## src/rtl/adc_scan_pkg.sv

```systemverilog
// adc_scan_pkg: shared constants, the sequencer state encoding, and a
// lowest-set-channel helper used by the scan sequencer and its
// next-channel picker.
package adc_scan_pkg;

    localparam int NUM_CH = 4;
    localparam int CH_W   = 2;
    localparam int DATA_W = 16;

    typedef enum logic [2:0] {
        ST_IDLE    = 3'd0,
        ST_SELECT  = 3'd1,
        ST_SETTLE  = 3'd2,
        ST_CONVERT = 3'd3,
        ST_WAIT_HI = 3'd4,
        ST_WAIT_LO = 3'd5,
        ST_OUTPUT  = 3'd6
    } scan_state_t;

    // Lowest enabled channel in a mask; returns 0 for an empty mask.
    function automatic logic [CH_W-1:0] lowest_set_ch(input logic [NUM_CH-1:0] mask);
        logic [CH_W-1:0] ch;
        ch = '0;
        for (int i = NUM_CH - 1; i >= 0; i--) begin
            if (mask[i]) ch = CH_W'(i);
        end
        return ch;
    endfunction

endpackage

```

## src/rtl/adc_scan_sequencer_if.sv

```systemverilog
// adc_scan_sequencer_if: control strobes from the DSP decode, the ADC and
// analog-mux handshake, and the downstream sample valid/ready channel.
interface adc_scan_sequencer_if;
    import adc_scan_pkg::*;

    logic                scan_start;
    logic                scan_abort;
    logic [NUM_CH-1:0]   ch_mask;
    logic                continuous;
    logic                adc_busy;
    logic [DATA_W-1:0]   adc_data;
    logic                samp_ready;
    logic                mux_ctrl;
    logic [CH_W-1:0]     adc_data_choice;
    logic                adc_conv;
    logic [DATA_W-1:0]   samp_data;
    logic [CH_W-1:0]     samp_ch;
    logic                samp_valid;
    logic                scan_busy;
    logic                scan_done;
    logic                conv_err;

    // Environment side: DSP control, ADC model, downstream consumer.
    modport master (
        output scan_start, scan_abort, ch_mask, continuous,
        output adc_busy, adc_data, samp_ready,
        input  mux_ctrl, adc_data_choice, adc_conv,
        input  samp_data, samp_ch, samp_valid,
        input  scan_busy, scan_done, conv_err
    );

    // Sequencer side.
    modport slave (
        input  scan_start, scan_abort, ch_mask, continuous,
        input  adc_busy, adc_data, samp_ready,
        output mux_ctrl, adc_data_choice, adc_conv,
        output samp_data, samp_ch, samp_valid,
        output scan_busy, scan_done, conv_err
    );

endinterface

```

## src/rtl/adc_scan_sequencer_next_channel.sv

```systemverilog
// adc_next_channel: picks the next enabled channel above the current one;
// when none is left it returns the lowest enabled channel and flags a wrap.
module adc_next_channel
    import adc_scan_pkg::*;
(
    input  logic [NUM_CH-1:0] mask_i,
    input  logic [CH_W-1:0]   cur_i,
    output logic [CH_W-1:0]   nxt_o,
    output logic              wrap_o
);

    // Search downward so the closest enabled channel above cur_i wins.
    always_comb begin
        nxt_o  = lowest_set_ch(mask_i);
        wrap_o = 1'b1;
        for (int i = NUM_CH - 1; i >= 0; i--) begin
            if (mask_i[i] && (i > int'(cur_i))) begin
                nxt_o  = CH_W'(i);
                wrap_o = 1'b0;
            end
        end
    end

endmodule

```

## src/rtl/adc_scan_sequencer.sv

```systemverilog
// adc_scan_sequencer: walks the enabled ADC channels, settles the analog
// mux, fires one conversion per channel and hands each result downstream.
// Optional conversion watchdog enabled by defining ADC_SCAN_TIMEOUT_EN.
module adc_scan_sequencer #(
    parameter int unsigned SETTLE_CYCLES  = 64,
    parameter int unsigned TIMEOUT_CYCLES = 1024
) (
    input  logic                 dsp_clkout,
    input  logic                 reset,
    adc_scan_sequencer_if.slave  bus
);
    import adc_scan_pkg::*;

    if (SETTLE_CYCLES < 1 || SETTLE_CYCLES > 65535 ||
        TIMEOUT_CYCLES < 1 || TIMEOUT_CYCLES > 65535) begin : g_param_check
        $error("adc_scan_sequencer: SETTLE_CYCLES/TIMEOUT_CYCLES out of 1..65535");
    end

    scan_state_t         state_q;
    logic [NUM_CH-1:0]   mask_q;
    logic                cont_q;
    logic [CH_W-1:0]     ch_q;
    logic [15:0]         settle_cnt_q;
    logic                mux_ctrl_q;
    logic [CH_W-1:0]     choice_q;
    logic                adc_conv_q;
    logic [DATA_W-1:0]   samp_data_q;
    logic [CH_W-1:0]     samp_ch_q;
    logic                samp_valid_q;
    logic                scan_busy_q;
    logic                scan_done_q;
    logic [CH_W-1:0]     next_ch;
    logic                next_wrap;

`ifdef ADC_SCAN_TIMEOUT_EN
    localparam logic [15:0] WDOG_LAST = 16'(TIMEOUT_CYCLES - 1);
    logic [15:0]         wdog_q;
    logic                conv_err_q;
`endif

    adc_next_channel u_next_channel (
        .mask_i (mask_q),
        .cur_i  (ch_q),
        .nxt_o  (next_ch),
        .wrap_o (next_wrap)
    );

    // Scan FSM: abort wins over everything; the watchdog overrides capture.
    always_ff @(posedge dsp_clkout or posedge reset) begin
        if (reset) begin
            state_q      <= ST_IDLE;
            mask_q       <= '0;
            cont_q       <= 1'b0;
            ch_q         <= '0;
            settle_cnt_q <= '0;
            mux_ctrl_q   <= 1'b0;
            choice_q     <= '0;
            adc_conv_q   <= 1'b0;
            samp_data_q  <= '0;
            samp_ch_q    <= '0;
            samp_valid_q <= 1'b0;
            scan_busy_q  <= 1'b0;
            scan_done_q  <= 1'b0;
`ifdef ADC_SCAN_TIMEOUT_EN
            wdog_q       <= '0;
            conv_err_q   <= 1'b0;
`endif
        end else begin
            adc_conv_q  <= 1'b0;
            scan_done_q <= 1'b0;
            if (bus.scan_abort) begin
                state_q      <= ST_IDLE;
                mux_ctrl_q   <= 1'b0;
                samp_valid_q <= 1'b0;
                scan_busy_q  <= 1'b0;
            end else begin
                unique case (state_q)
                    ST_IDLE: begin
                        if (bus.scan_start && (bus.ch_mask != '0)) begin
                            state_q     <= ST_SELECT;
                            mask_q      <= bus.ch_mask;
                            cont_q      <= bus.continuous;
                            ch_q        <= lowest_set_ch(bus.ch_mask);
                            scan_busy_q <= 1'b1;
`ifdef ADC_SCAN_TIMEOUT_EN
                            conv_err_q  <= 1'b0;
`endif
                        end
                    end
                    ST_SELECT: begin
                        choice_q     <= ch_q;
                        mux_ctrl_q   <= 1'b1;
                        settle_cnt_q <= 16'(SETTLE_CYCLES);
                        state_q      <= ST_SETTLE;
                    end
                    ST_SETTLE: begin
                        if (settle_cnt_q == '0) begin
                            state_q    <= ST_CONVERT;
                            adc_conv_q <= 1'b1;
`ifdef ADC_SCAN_TIMEOUT_EN
                            wdog_q     <= '0;
`endif
                        end else begin
                            settle_cnt_q <= settle_cnt_q - 16'd1;
                        end
                    end
                    ST_CONVERT: begin
                        state_q <= ST_WAIT_HI;
                    end
                    ST_WAIT_HI: begin
                        if (bus.adc_busy) state_q <= ST_WAIT_LO;
                    end
                    ST_WAIT_LO: begin
                        if (!bus.adc_busy) begin
                            samp_data_q  <= bus.adc_data;
                            samp_ch_q    <= ch_q;
                            samp_valid_q <= 1'b1;
                            state_q      <= ST_OUTPUT;
                        end
                    end
                    ST_OUTPUT: begin
                        if (bus.samp_ready) begin
                            samp_valid_q <= 1'b0;
                            ch_q         <= next_ch;
                            if (!next_wrap || cont_q) begin
                                state_q <= ST_SELECT;
                            end else begin
                                state_q     <= ST_IDLE;
                                scan_done_q <= 1'b1;
                                mux_ctrl_q  <= 1'b0;
                                scan_busy_q <= 1'b0;
                            end
                        end
                    end
                    default: begin
                        state_q <= ST_IDLE;
                    end
                endcase
`ifdef ADC_SCAN_TIMEOUT_EN
                if (state_q == ST_CONVERT || state_q == ST_WAIT_HI || state_q == ST_WAIT_LO) begin
                    if (wdog_q == WDOG_LAST) begin
                        state_q      <= ST_IDLE;
                        mux_ctrl_q   <= 1'b0;
                        samp_valid_q <= 1'b0;
                        scan_busy_q  <= 1'b0;
                        conv_err_q   <= 1'b1;
                    end else begin
                        wdog_q <= wdog_q + 16'd1;
                    end
                end
`endif
            end
        end
    end

    assign bus.mux_ctrl        = mux_ctrl_q;
    assign bus.adc_data_choice = choice_q;
    assign bus.adc_conv        = adc_conv_q;
    assign bus.samp_data       = samp_data_q;
    assign bus.samp_ch         = samp_ch_q;
    assign bus.samp_valid      = samp_valid_q;
    assign bus.scan_busy       = scan_busy_q;
    assign bus.scan_done       = scan_done_q;
`ifdef ADC_SCAN_TIMEOUT_EN
    assign bus.conv_err        = conv_err_q;
`else
    assign bus.conv_err        = 1'b0;
`endif

endmodule

```

## src/flat_wrapper.sv

```systemverilog
// flat-port wrapper written by rule: the top's interface ports become plain ports
module adc_scan_sequencer_flat import adc_scan_pkg::*;
#(
    parameter int unsigned SETTLE_CYCLES  = 64,
    parameter int unsigned TIMEOUT_CYCLES = 1024
)
  (dsp_clkout, reset, bus_scan_start, bus_scan_abort, bus_ch_mask, bus_continuous, bus_adc_busy, bus_adc_data, bus_samp_ready, bus_mux_ctrl, bus_adc_data_choice, bus_adc_conv, bus_samp_data, bus_samp_ch, bus_samp_valid, bus_scan_busy, bus_scan_done, bus_conv_err);
  adc_scan_sequencer_if bus_i ();
  input  logic dsp_clkout;
  input  logic reset;
  input wire logic [$bits(bus_i.scan_start)-1:0] bus_scan_start;
  input wire logic [$bits(bus_i.scan_abort)-1:0] bus_scan_abort;
  input wire logic [$bits(bus_i.ch_mask)-1:0] bus_ch_mask;
  input wire logic [$bits(bus_i.continuous)-1:0] bus_continuous;
  input wire logic [$bits(bus_i.adc_busy)-1:0] bus_adc_busy;
  input wire logic [$bits(bus_i.adc_data)-1:0] bus_adc_data;
  input wire logic [$bits(bus_i.samp_ready)-1:0] bus_samp_ready;
  output wire logic [$bits(bus_i.mux_ctrl)-1:0] bus_mux_ctrl;
  output wire logic [$bits(bus_i.adc_data_choice)-1:0] bus_adc_data_choice;
  output wire logic [$bits(bus_i.adc_conv)-1:0] bus_adc_conv;
  output wire logic [$bits(bus_i.samp_data)-1:0] bus_samp_data;
  output wire logic [$bits(bus_i.samp_ch)-1:0] bus_samp_ch;
  output wire logic [$bits(bus_i.samp_valid)-1:0] bus_samp_valid;
  output wire logic [$bits(bus_i.scan_busy)-1:0] bus_scan_busy;
  output wire logic [$bits(bus_i.scan_done)-1:0] bus_scan_done;
  output wire logic [$bits(bus_i.conv_err)-1:0] bus_conv_err;
  assign bus_i.scan_start = bus_scan_start;
  assign bus_i.scan_abort = bus_scan_abort;
  assign bus_i.ch_mask = bus_ch_mask;
  assign bus_i.continuous = bus_continuous;
  assign bus_i.adc_busy = bus_adc_busy;
  assign bus_i.adc_data = bus_adc_data;
  assign bus_i.samp_ready = bus_samp_ready;
  assign bus_mux_ctrl = bus_i.mux_ctrl;
  assign bus_adc_data_choice = bus_i.adc_data_choice;
  assign bus_adc_conv = bus_i.adc_conv;
  assign bus_samp_data = bus_i.samp_data;
  assign bus_samp_ch = bus_i.samp_ch;
  assign bus_samp_valid = bus_i.samp_valid;
  assign bus_scan_busy = bus_i.scan_busy;
  assign bus_scan_done = bus_i.scan_done;
  assign bus_conv_err = bus_i.conv_err;
  adc_scan_sequencer #(.SETTLE_CYCLES(SETTLE_CYCLES), .TIMEOUT_CYCLES(TIMEOUT_CYCLES)) u_core (.dsp_clkout(dsp_clkout), .reset(reset), .bus(bus_i));
endmodule
```

## config.mk

```make
export PLATFORM = sky130hd
export DESIGN_NAME = adc_scan_sequencer_flat
export DESIGN_NICKNAME = d
export VERILOG_FILES = /design/src/rtl/adc_scan_pkg.sv /design/src/rtl/adc_scan_sequencer_if.sv /design/src/rtl/adc_scan_sequencer_next_channel.sv /design/src/rtl/adc_scan_sequencer.sv /design/src/flat_wrapper.sv
export SDC_FILE = /design/constraint.sdc
export NUM_CORES = 1
export LEC_CHECK = 0
export ABC_CLOCK_PERIOD_IN_PS = 2500
export CAP_MARGIN = 20
export CORE_ASPECT_RATIO = 1.25
export CORE_MARGIN = 3
export CORE_UTILIZATION = 41
export CTS_BUF_LIST = sky130_fd_sc_hd__clkbuf_8
export DETAILED_ROUTE_END_ITERATION = 8
export PLACE_DENSITY = 0.62
export SETUP_SLACK_MARGIN = 0.05
export SYNTH_ARGS = -nofsm -noshare
export SYNTH_HDL_FRONTEND = slang
export SYNTH_SLANG_ARGS = --single-unit
```

## constraint.sdc

```tcl
create_clock -name dsp_clkout -period 2.5 [get_ports dsp_clkout]
set_input_delay 0.25 -clock dsp_clkout [delete_from_list [all_inputs] [get_ports dsp_clkout]]
set_output_delay 0.25 -clock dsp_clkout [all_outputs]
set_load 0.01 [all_outputs]
```

==> impl_metrics.env <==
export IMPL_areaGrowthSynthToFinish_pct=28.0
export IMPL_clk_pin_slew_ps=100
export IMPL_clock_sinks=51
export IMPL_synth_top_area_cell="dfrtp_1"
export IMPL_multiInputGateArea_sq_mm=0.00119
export IMPL_reg2reg_slack_ps=470
export IMPL_path_cells="inv_1, or3_1, o311ai_1, or4_1, a21oi_1"
export IMPL_synth_edf_count=0
export IMPL_synthMostInstantiatedCell="dfrtp_1"
export IMPL_cts_tree="yes"
export IMPL_vdd_drop_max_mv=0.417
export IMPL_grt_setup_unrepaired="false"
export IMPL_fin_crit_sh_pct=81.4
export IMPL_leakage_nw=1.43
export IMPL_synth_nets=276
export IMPL_ctsHoldBuffers=0
export IMPL_required_ps=2690
export IMPL_critPathLaunchType="flop"
export IMPL_portBuffers=51
export IMPL_slowest_delay_ps=590
export IMPL_dieArea_sq_mm=0.00723
export IMPL_cp_slowest_cell="dfrtp_1"
export IMPL_routed_top_layer="met4"
export IMPL_drt_iter0_drc=85
export IMPL_ff2ff_path_depth=5
export IMPL_numCtsBuffers=5
export IMPL_synthArstFlopShare_pct=100
export IMPL_grt_pass1_wl_um=9520
export IMPL_post_cts_buffers=0
export IMPL_syn_cell_area_sq_mm=0.00256
export IMPL_num_fill_cells=544
export IMPL_min_path_type="in -> async"
export IMPL_fp_dieH_um=94.3
export IMPL_hold_slack_ps=192
export IMPL_postRouteAntennaNets=0
export IMPL_instances_no_fill=385
export IMPL_cts_resized=0
export IMPL_start_util_pct=43.1
export IMPL_insertion_delay_ps=310
export IMPL_outcome="complete, no violations"
export IMPL_fin_area_sq_mm=0.00328
export IMPL_yosysUniqueCellTypes=52
export IMPL_drc=0
export IMPL_drt_pass1_iter_count=4
export IMPL_via_count=2030
export IMPL_place_congestion=0.811
export IMPL_ys_top_cells_by_area="dfrtp_1, mux2_2, nor2_1"
export IMPL_die_x_um=76.7
export IMPL_fp_row_count=31
export IMPL_cellPowerDensity_mw_per_mm2=796
export IMPL_maxCapViolations=0
export IMPL_wirelength_um=5650
export IMPL_wl_per_cell_um=14.7
export IMPL_core_sq_mm=0.00593
export IMPL_ys_seq_elements=51
export IMPL_final_min_clock_period_ps=2030
export IMPL_regArea_sq_mm=0.00128
export IMPL_ios=53
export IMPL_wl_met2_um=2910
export IMPL_ys_flop_type="dfrtp_1"
export IMPL_diodes=0
export IMPL_grt_pass1_vias=2179
export IMPL_avgSynthCellArea_sq_um=10.4
export IMPL_synth_top_area_share_pct=49.9
export IMPL_finalWorstSetupSlack_ps=466
export IMPL_cp_data_arrival_time_ps=2220
export IMPL_cp_max_fo=12
export IMPL_wl_met3_um=291
export IMPL_synth_seq_area_share_pct=49.9
export IMPL_grtUsageTotal_pct=16.4
export IMPL_post_route_util_pct=55.2
export IMPL_max_freq_mhz=492
export IMPL_nNetsFinal=331
export IMPL_grt_max_degree=40
export IMPL_pre_cts_slack_ps=344
export IMPL_setup_tns_final_ps=0
export IMPL_drt_met1_wl_um=2330
export IMPL_syn_inst=247
export IMPL_placed_cell_area_sq_mm=0.00318
export IMPL_overflow=0
export IMPL_dp_cells=377
export IMPL_crit_type="reg -> reg"
export IMPL_clock_skew_ps=9.89
export IMPL_final_max_slew_viol_count=0
export IMPL_synth_yosys_warnings=0
export IMPL_hpwl_um=4150
export IMPL_viasPerCell=5.27
export IMPL_report_power_total_mw=2.61
export IMPL_finalHoldViolations=0
export IMPL_ctsRootBufferMaster="clkbuf_8"
export IMPL_cp_end_kind="flop"
export IMPL_h_tree_depth=2
export IMPL_setup_viol=0
export IMPL_clockBufferDepth=2
export IMPL_synth_common_cells="dfrtp_1, nor2_1, mux2_2"
export IMPL_antenna_found_initial=0
export IMPL_drive_gt1_share_pct=15.2
==> cell usage in the layout, fill, tap and decap left out, types with 2 or more instances in the layout <==
master            n
a21oi_1          13
nor2_1           24
and3_1            3
nand2b_1          4
clkbuf_8          5
o211ai_1          3
buf_4             4
or3_1             3
or2_1             2
dfrtp_1          51
o31ai_1           4
nand4_1           2
nand3b_1          3
xnor2_1           2
inv_1            14
xor2_1            4
inv_6             2
nor4_2            2
ha_1              2
o22ai_1           5
nand2_1          18
o21ai_0          13
or4_1             5
nand3_1           5
clkdlybuf4s50_1  51
nor2b_1           2
mux2i_1           3
a31o_2            2
mux2_2           21
nor3_1            5
==> power breakdown <==
group          total, mW  internal (mW)  switching [mW]
clock              0.496          0.203           0.293
sequential          1.22           1.01           0.208
combinational      0.894          0.430           0.464
==> worst max-delay path: cells and delay by family (launching register included) <==
family | cells | cell delay [ps]
buffers and inverters | 1 | 160
and+or+nand+nor | 2 | 600
AOI/OAI and AO/OA | 2 | 550
DFF | 1 | 590
==> final timing paths <==
kind,startpoint,to
setup / recovery,u_core.state_q[1],u_core.settle_cnt_q[9]
hold / removal,reset,u_core.bus.samp_data[2]
setup reg to reg,u_core.state_q[1],u_core.settle_cnt_q[9]
hold reg to reg,u_core.bus.adc_data_choice[1],u_core.bus.adc_data_choice[1]
max in group asynchronous,reset,u_core.settle_cnt_q[8]
min in group dsp_clkout,u_core.bus.adc_data_choice[1],u_core.bus.adc_data_choice[1]
==> layer usage <==
metal,vias to the layer above,global-route usage (%)
met4,0,7.10
met2,50,29.8
met3,10,4.77
li1,993,-
met5,-,0
met1,977,17.8
==> layout make-up <==
cell class,count,area share [%]
clock buffers,5,2.10
clock inverters,3,0.688
inverters,15,1.72
flip-flops and latches,51,39.0
well taps,82,3.13
repair buffers,56,17.1
multi-input cells,173,36.3
==> flip-flops by register name, indices dropped and copies added, names as in the netlist <==
name / flops
u_core.bus.samp_data: 16
u_core.settle_cnt_q: 16
u_core.mask_q: 4
u_core.state_q: 3
u_core.bus.adc_data_choice: 2
u_core.bus.samp_ch: 2
u_core.ch_q: 2
u_core.bus.adc_conv: 1
u_core.bus.mux_ctrl: 1
u_core.bus.samp_valid: 1
u_core.bus.scan_busy: 1
u_core.bus.scan_done: 1
u_core.cont_q: 1
==> kinds of logic after synthesis <==
family	Yosys count	share of synthesized area, %
mux	24	10.4
other cells	1	0.146
xor+xnor	7	2.69
simple gates	86	18.8
compound gates	53	13.4
fa+ha+maj	2	0.977
flops	51	49.9
buf+inv	23	3.71
Note: power is estimated with default switching activity, not from simulation.
